**config.mk**
```make
export PLATFORM = sky130hd
export DESIGN_NAME = alu_decode_stage
export DESIGN_NICKNAME = d
export VERILOG_FILES = /design/src/rtl/alu_decode_stage.sv
export SDC_FILE = /design/constraint.sdc
export NUM_CORES = 1
export LEC_CHECK = 0
export ABC_AREA = 0
export CAP_MARGIN = 10
export CORE_MARGIN = 10
export CORE_UTILIZATION = 56
export CTS_CLUSTER_SIZE = 20
export DETAILED_ROUTE_END_ITERATION = 6
export DONT_BUFFER_PORTS = 1
export HOLD_SLACK_MARGIN = 0.08
export PLACE_DENSITY = 0.77
export SLEW_MARGIN = 10
export SYNTH_ARGS = -nofsm -noshare
export SYNTH_HDL_FRONTEND = slang
export SYNTH_SLANG_ARGS = --single-unit
```
**constraint.sdc**
```tcl
create_clock -name clk -period 1.85 [get_ports clk]
set_clock_uncertainty 0.1 [all_clocks]
set_input_delay 0.185 -clock clk [delete_from_list [all_inputs] [get_ports clk]]
set_output_delay 0.185 -clock clk [all_outputs]
set_load 0.02 [all_outputs]
```
**src/rtl/alu_decode_stage.sv**
```systemverilog
// Decode/issue stage for the integer ALU: RV32I OP/OP-IMM -> one-hot select plus operands.
// One cycle latency; single-entry output register with valid/ready; illegal words are consumed and counted.
module alu_decode_stage #(
  parameter int ERR_CNT_W = 8
) (
  input  logic                 clk,
  input  logic                 resetn,
  input  logic                 in_valid,
  output logic                 in_ready,
  input  logic [31:0]          in_instr,
  input  logic [31:0]          in_rs1_val,
  input  logic [31:0]          in_rs2_val,
  output logic                 out_valid,
  input  logic                 out_ready,
  output logic [31:0]          reg_op1,
  output logic [31:0]          reg_op2,
  output logic                 instr_add,
  output logic                 instr_sub,
  output logic                 instr_and,
  output logic                 instr_or,
  output logic                 instr_xor,
  output logic                 instr_sll,
  output logic                 instr_srl,
  output logic                 instr_sra,
  output logic [4:0]           out_rd,
  output logic                 illegal,
  output logic [ERR_CNT_W-1:0] err_count
);

  localparam logic [6:0] OPC_OP     = 7'b0110011;
  localparam logic [6:0] OPC_OP_IMM = 7'b0010011;

  // Select bit order: {sra, srl, sll, xor, or, and, sub, add}
  localparam logic [7:0] SEL_ADD = 8'h01;
  localparam logic [7:0] SEL_SUB = 8'h02;
  localparam logic [7:0] SEL_AND = 8'h04;
  localparam logic [7:0] SEL_OR  = 8'h08;
  localparam logic [7:0] SEL_XOR = 8'h10;
  localparam logic [7:0] SEL_SLL = 8'h20;
  localparam logic [7:0] SEL_SRL = 8'h40;
  localparam logic [7:0] SEL_SRA = 8'h80;

  logic                 r_out_valid;
  logic [31:0]          r_op1;
  logic [31:0]          r_op2;
  logic [7:0]           r_sel;
  logic [4:0]           r_rd;
  logic                 r_illegal;
  logic [ERR_CNT_W-1:0] r_err_cnt;

  logic        w_accept;
  logic        w_transfer;
  logic        w_is_op;
  logic        w_is_imm;
  logic        w_f7_zero;
  logic        w_f7_alt;
  logic        w_is_shift;
  logic [2:0]  w_f3;
  logic        w_legal;
  logic [7:0]  w_sel;
  logic [31:0] w_op2;
  logic        w_unused_rs1_field;

  assign in_ready   = !r_out_valid || out_ready;
  assign w_accept   = in_valid && in_ready;
  assign w_transfer = r_out_valid && out_ready;

  assign w_is_op    = (in_instr[6:0] == OPC_OP);
  assign w_is_imm   = (in_instr[6:0] == OPC_OP_IMM);
  assign w_f3       = in_instr[14:12];
  assign w_f7_zero  = (in_instr[31:25] == 7'b0000000);
  assign w_f7_alt   = (in_instr[31:25] == 7'b0100000);
  assign w_is_shift = (w_f3 == 3'b001) || (w_f3 == 3'b101);
  assign w_unused_rs1_field = ^in_instr[19:15];

  always_comb begin
    w_sel   = '0;
    w_legal = 1'b0;
    if (w_is_op || w_is_imm) begin
      case (w_f3)
        3'b000: begin
          if (w_is_imm || w_f7_zero) begin
            w_sel = SEL_ADD; w_legal = 1'b1;
          end else if (w_f7_alt) begin
            w_sel = SEL_SUB; w_legal = 1'b1;
          end
        end
        3'b100: if (w_is_imm || w_f7_zero) begin w_sel = SEL_XOR; w_legal = 1'b1; end
        3'b110: if (w_is_imm || w_f7_zero) begin w_sel = SEL_OR;  w_legal = 1'b1; end
        3'b111: if (w_is_imm || w_f7_zero) begin w_sel = SEL_AND; w_legal = 1'b1; end
        3'b001: if (w_f7_zero) begin w_sel = SEL_SLL; w_legal = 1'b1; end
        3'b101: begin
          if (w_f7_zero) begin
            w_sel = SEL_SRL; w_legal = 1'b1;
          end else if (w_f7_alt) begin
            w_sel = SEL_SRA; w_legal = 1'b1;
          end
        end
        default: ;
      endcase
    end
  end

  // Immediate shifts take only the 5-bit shamt; the funct7 bits are not part of the operand.
  assign w_op2 = w_is_op    ? in_rs2_val :
                 w_is_shift ? {27'b0, in_instr[24:20]} :
                              {{20{in_instr[31]}}, in_instr[31:20]};

  always_ff @(posedge clk or negedge resetn) begin
    if (!resetn) begin
      r_out_valid <= 1'b0;
      r_op1       <= '0;
      r_op2       <= '0;
      r_sel       <= '0;
      r_rd        <= '0;
      r_illegal   <= 1'b0;
      r_err_cnt   <= '0;
    end else begin
      r_illegal <= 1'b0;
      if (w_accept) begin
        if (w_legal) begin
          r_out_valid <= 1'b1;
          r_op1       <= in_rs1_val;
          r_op2       <= w_op2;
          r_sel       <= w_sel;
          r_rd        <= in_instr[11:7];
        end else begin
          r_out_valid <= 1'b0;
          r_sel       <= '0;
          r_illegal   <= 1'b1;
          if (r_err_cnt != '1) r_err_cnt <= r_err_cnt + ERR_CNT_W'(1);
        end
      end else if (w_transfer) begin
        r_out_valid <= 1'b0;
        r_sel       <= '0;
      end
    end
  end

  assign out_valid = r_out_valid;
  assign reg_op1   = r_op1;
  assign reg_op2   = r_op2;
  assign out_rd    = r_rd;
  assign illegal   = r_illegal;
  assign err_count = r_err_cnt;
  assign {instr_sra, instr_srl, instr_sll, instr_xor,
          instr_or, instr_and, instr_sub, instr_add} = r_sel;

endmodule

```
==> metrics.txt <==
outcome=finished with violations; failing checks=negative hold slack; clk_lat worst skew=340 ps; leakage=0.00249 uW; asr flop ratio synth=100%; Placer Congestion=0.786; hold-fix buffers at CTS=86; initial antenna violation count=2; pwr/cell area=823 nW/um^2; fin util=76.3%; GRT overflow=0; top cells by area, synth=dfrtp_1 57%, nand2_1 16%, a21oi_1 3.5%; Fin Hold WS=-573 ps; drt pass-1 iters=4; H-tree Lvls=3; Clock Tree Root=clkbuf_8; Achievable Freq=565 MHz; Unique masters post-synth=38; CTS tree=done; port bufs=0; Sink Count=87; largest net degree at the start of global routing=88; period utilization=95.6%; Routed WL=12100 microns; dpl hpwl=7760 microns; first-pass GRT wire length=18400 microns; Syn Nets=508; Vias=3314; #FFs+latches synth=87; total track usage=22.7%; Setup CP Type=input pin to register; initial core utilization=56.8%; layout cells sized above 1=13.5%; worst-margin pin slew=433 ps; sequential fraction of the synthesis area=57.1%; Switch Pwr=1240 uW; commonest non-fill, non-tap cell in the layout=nand2_1; DR iter-0 viols=131; clock power share=28.6%; DRC Markers=0; Hold Crit Class=input pin to asynchronous set/reset pin; Pins Over Slew Limit=0; Yosys warning count=0; PnR worst setup slack=80.8 ps; Die Span X=103 microns; fin crit period=1770 ps; Gate Count Post-Synth=407; RSZ-0062 raised after global routing=no; P&R area growth vs syn=34.4%; Syn Area/Cell=9.37 sq um; Max clock buf depth=2; setup bufs post-CTS=0; number of global-route vias before repair=3476; nature of the critical path endpoint=register; dpl ws=-59.8 ps; Die Height=103 microns; vias per cell=5.56; Rows=30; Req. time, crit path=1990 ps; Pint=2980 uW; Rel. slew slack=70.9%; # IOs=188; commonest non-fill, non-tap cells in the layout=164 x nand2_1, 86 x dfrtp_1, 86 x dlygate4sd3_1; Final nets=609; final hold vios=87; drt wl/cell=20.3 microns; WP data arrival=1910 ps; Max Cap Viol=0; Final setup viols=0; Post-synth EDFFs=0; Flop pwr share=53.0%; cts bufs inserted=9; die area=10500 sq um; Clk pin slew, worst setup/hold paths=90 ps; Final ANT Viol Nets=0; Startpoint Class=input pin; Core ar.=6720 sq um; combinational share of power=18.4%; Synth Cell Area=3810 sq um; switch share=29.4%; Synth top area share=57.1%; largest area contributor in the netlist=dfrtp_1; worst IR drop on VDD=0.000453 V; main flop type after synthesis=dfrtp_1; worst-path maximum fanout=17
## power groups by stage
stage               registers, uW  clock network [uW]  logic, uW
global placement             2260                   0        582
finish                       2240                1210        776
floorplan                    2380                   0        247
CTS                          2240                1240        769
detailed placement           2270                   0        614
global route                 2250                1330        846
## Yosys cell counts (2+ instances only)
cell / n
a21oi_1: 27
and3_1: 2
buf_2: 6
buf_6: 6
clkbuf_1: 10
dfrtp_1: 87
inv_1: 5
mux2_2: 3
mux2i_1: 6
nand2_1: 165
nand2b_1: 3
nand3_1: 8
nor2_1: 14
nor3_1: 4
nor3b_1: 2
o21ai_0: 2
o21ai_1: 22
o21ai_2: 10
o31ai_1: 2
xor2_1: 5
## critical path, cell delays in order
cell and delay [ps]:
nor4b_2 270, buf_4 170, and4_4 280, buf_12 170, mux2i_1 180, dlygate4sd3_1 570, o21ai_1 70
## routing by layer
metal / global-route usage [%] / up-vias / wire length (microns)
met5: 0 / - / 0
met4: 9.00 / 0 / 230
met3: 9.85 / 18 / 1550
met2: 38.1 / 175 / 6100
met1: 24.6 / 1583 / 4200
li1: - / 1538 / -
## sequential cells by signal, indices dropped and copies added (netlist names)
signal and count:
reg_op1 32, reg_op2 32, err_count 8, r_sel 8, out_rd 5, illegal 1, out_valid 1
## area by class of cell
cell class / count / area [sq um]
flip-flops and latches: 87 / 2180
fillers: 433 / 1590
multi-input cells: 292 / 1490
repair buffers: 113 / 1140
clock buffers: 12 / 155
well taps: 80 / 100
clock inverters: 4 / 30.0
inverters: 5 / 18.8
diodes: 3 / 7.51
## per-stage QoR
step	TNS, ps	hold WS [ps]	instance area, sq um	instances	power [uW]
after global placement	-1100	-208	4050	490	2840
after detailed placement	-2220	-208	4050	490	2890
after floorplan	0	-211	3840	407	2630
after CTS	0	-587	5090	592	4240
after global routing	0	-600	5120	595	4430
final	0	-573	5130	596	4220
## what timing repair did
item,CTS,global route
setup endpoints to repair,0,1
endpoints found under the hold margin,166,87
gates resized for setup,0,2
## logic make-up after synthesis
logic type                 share of synthesized area (%)
AOI/OAI and AO/OA                                   11.7
xor gates and xnor gates                            1.15
adders and majority gates                          0.328
buffers and inverters                               4.23
DFF                                                 57.1
muxes                                               2.46
and+or+nand+nor                                     23.0
## worst paths after layout
check	cells past startpoint	endpoint	from	slack (ps)
max	7	reg_op2[3]	in_instr[3]	80
min	0	reg_op2[17]	resetn	-570
max reg2reg	6	reg_op2[4]	out_valid	80
min reg2reg	2	reg_op1[6]	reg_op1[6]	520
max in group asynchronous	0	r_sel[4]	resetn	2120
min in group clk	4	r_sel[7]	in_instr[28]	110
(Power assumes the default switching activity.)
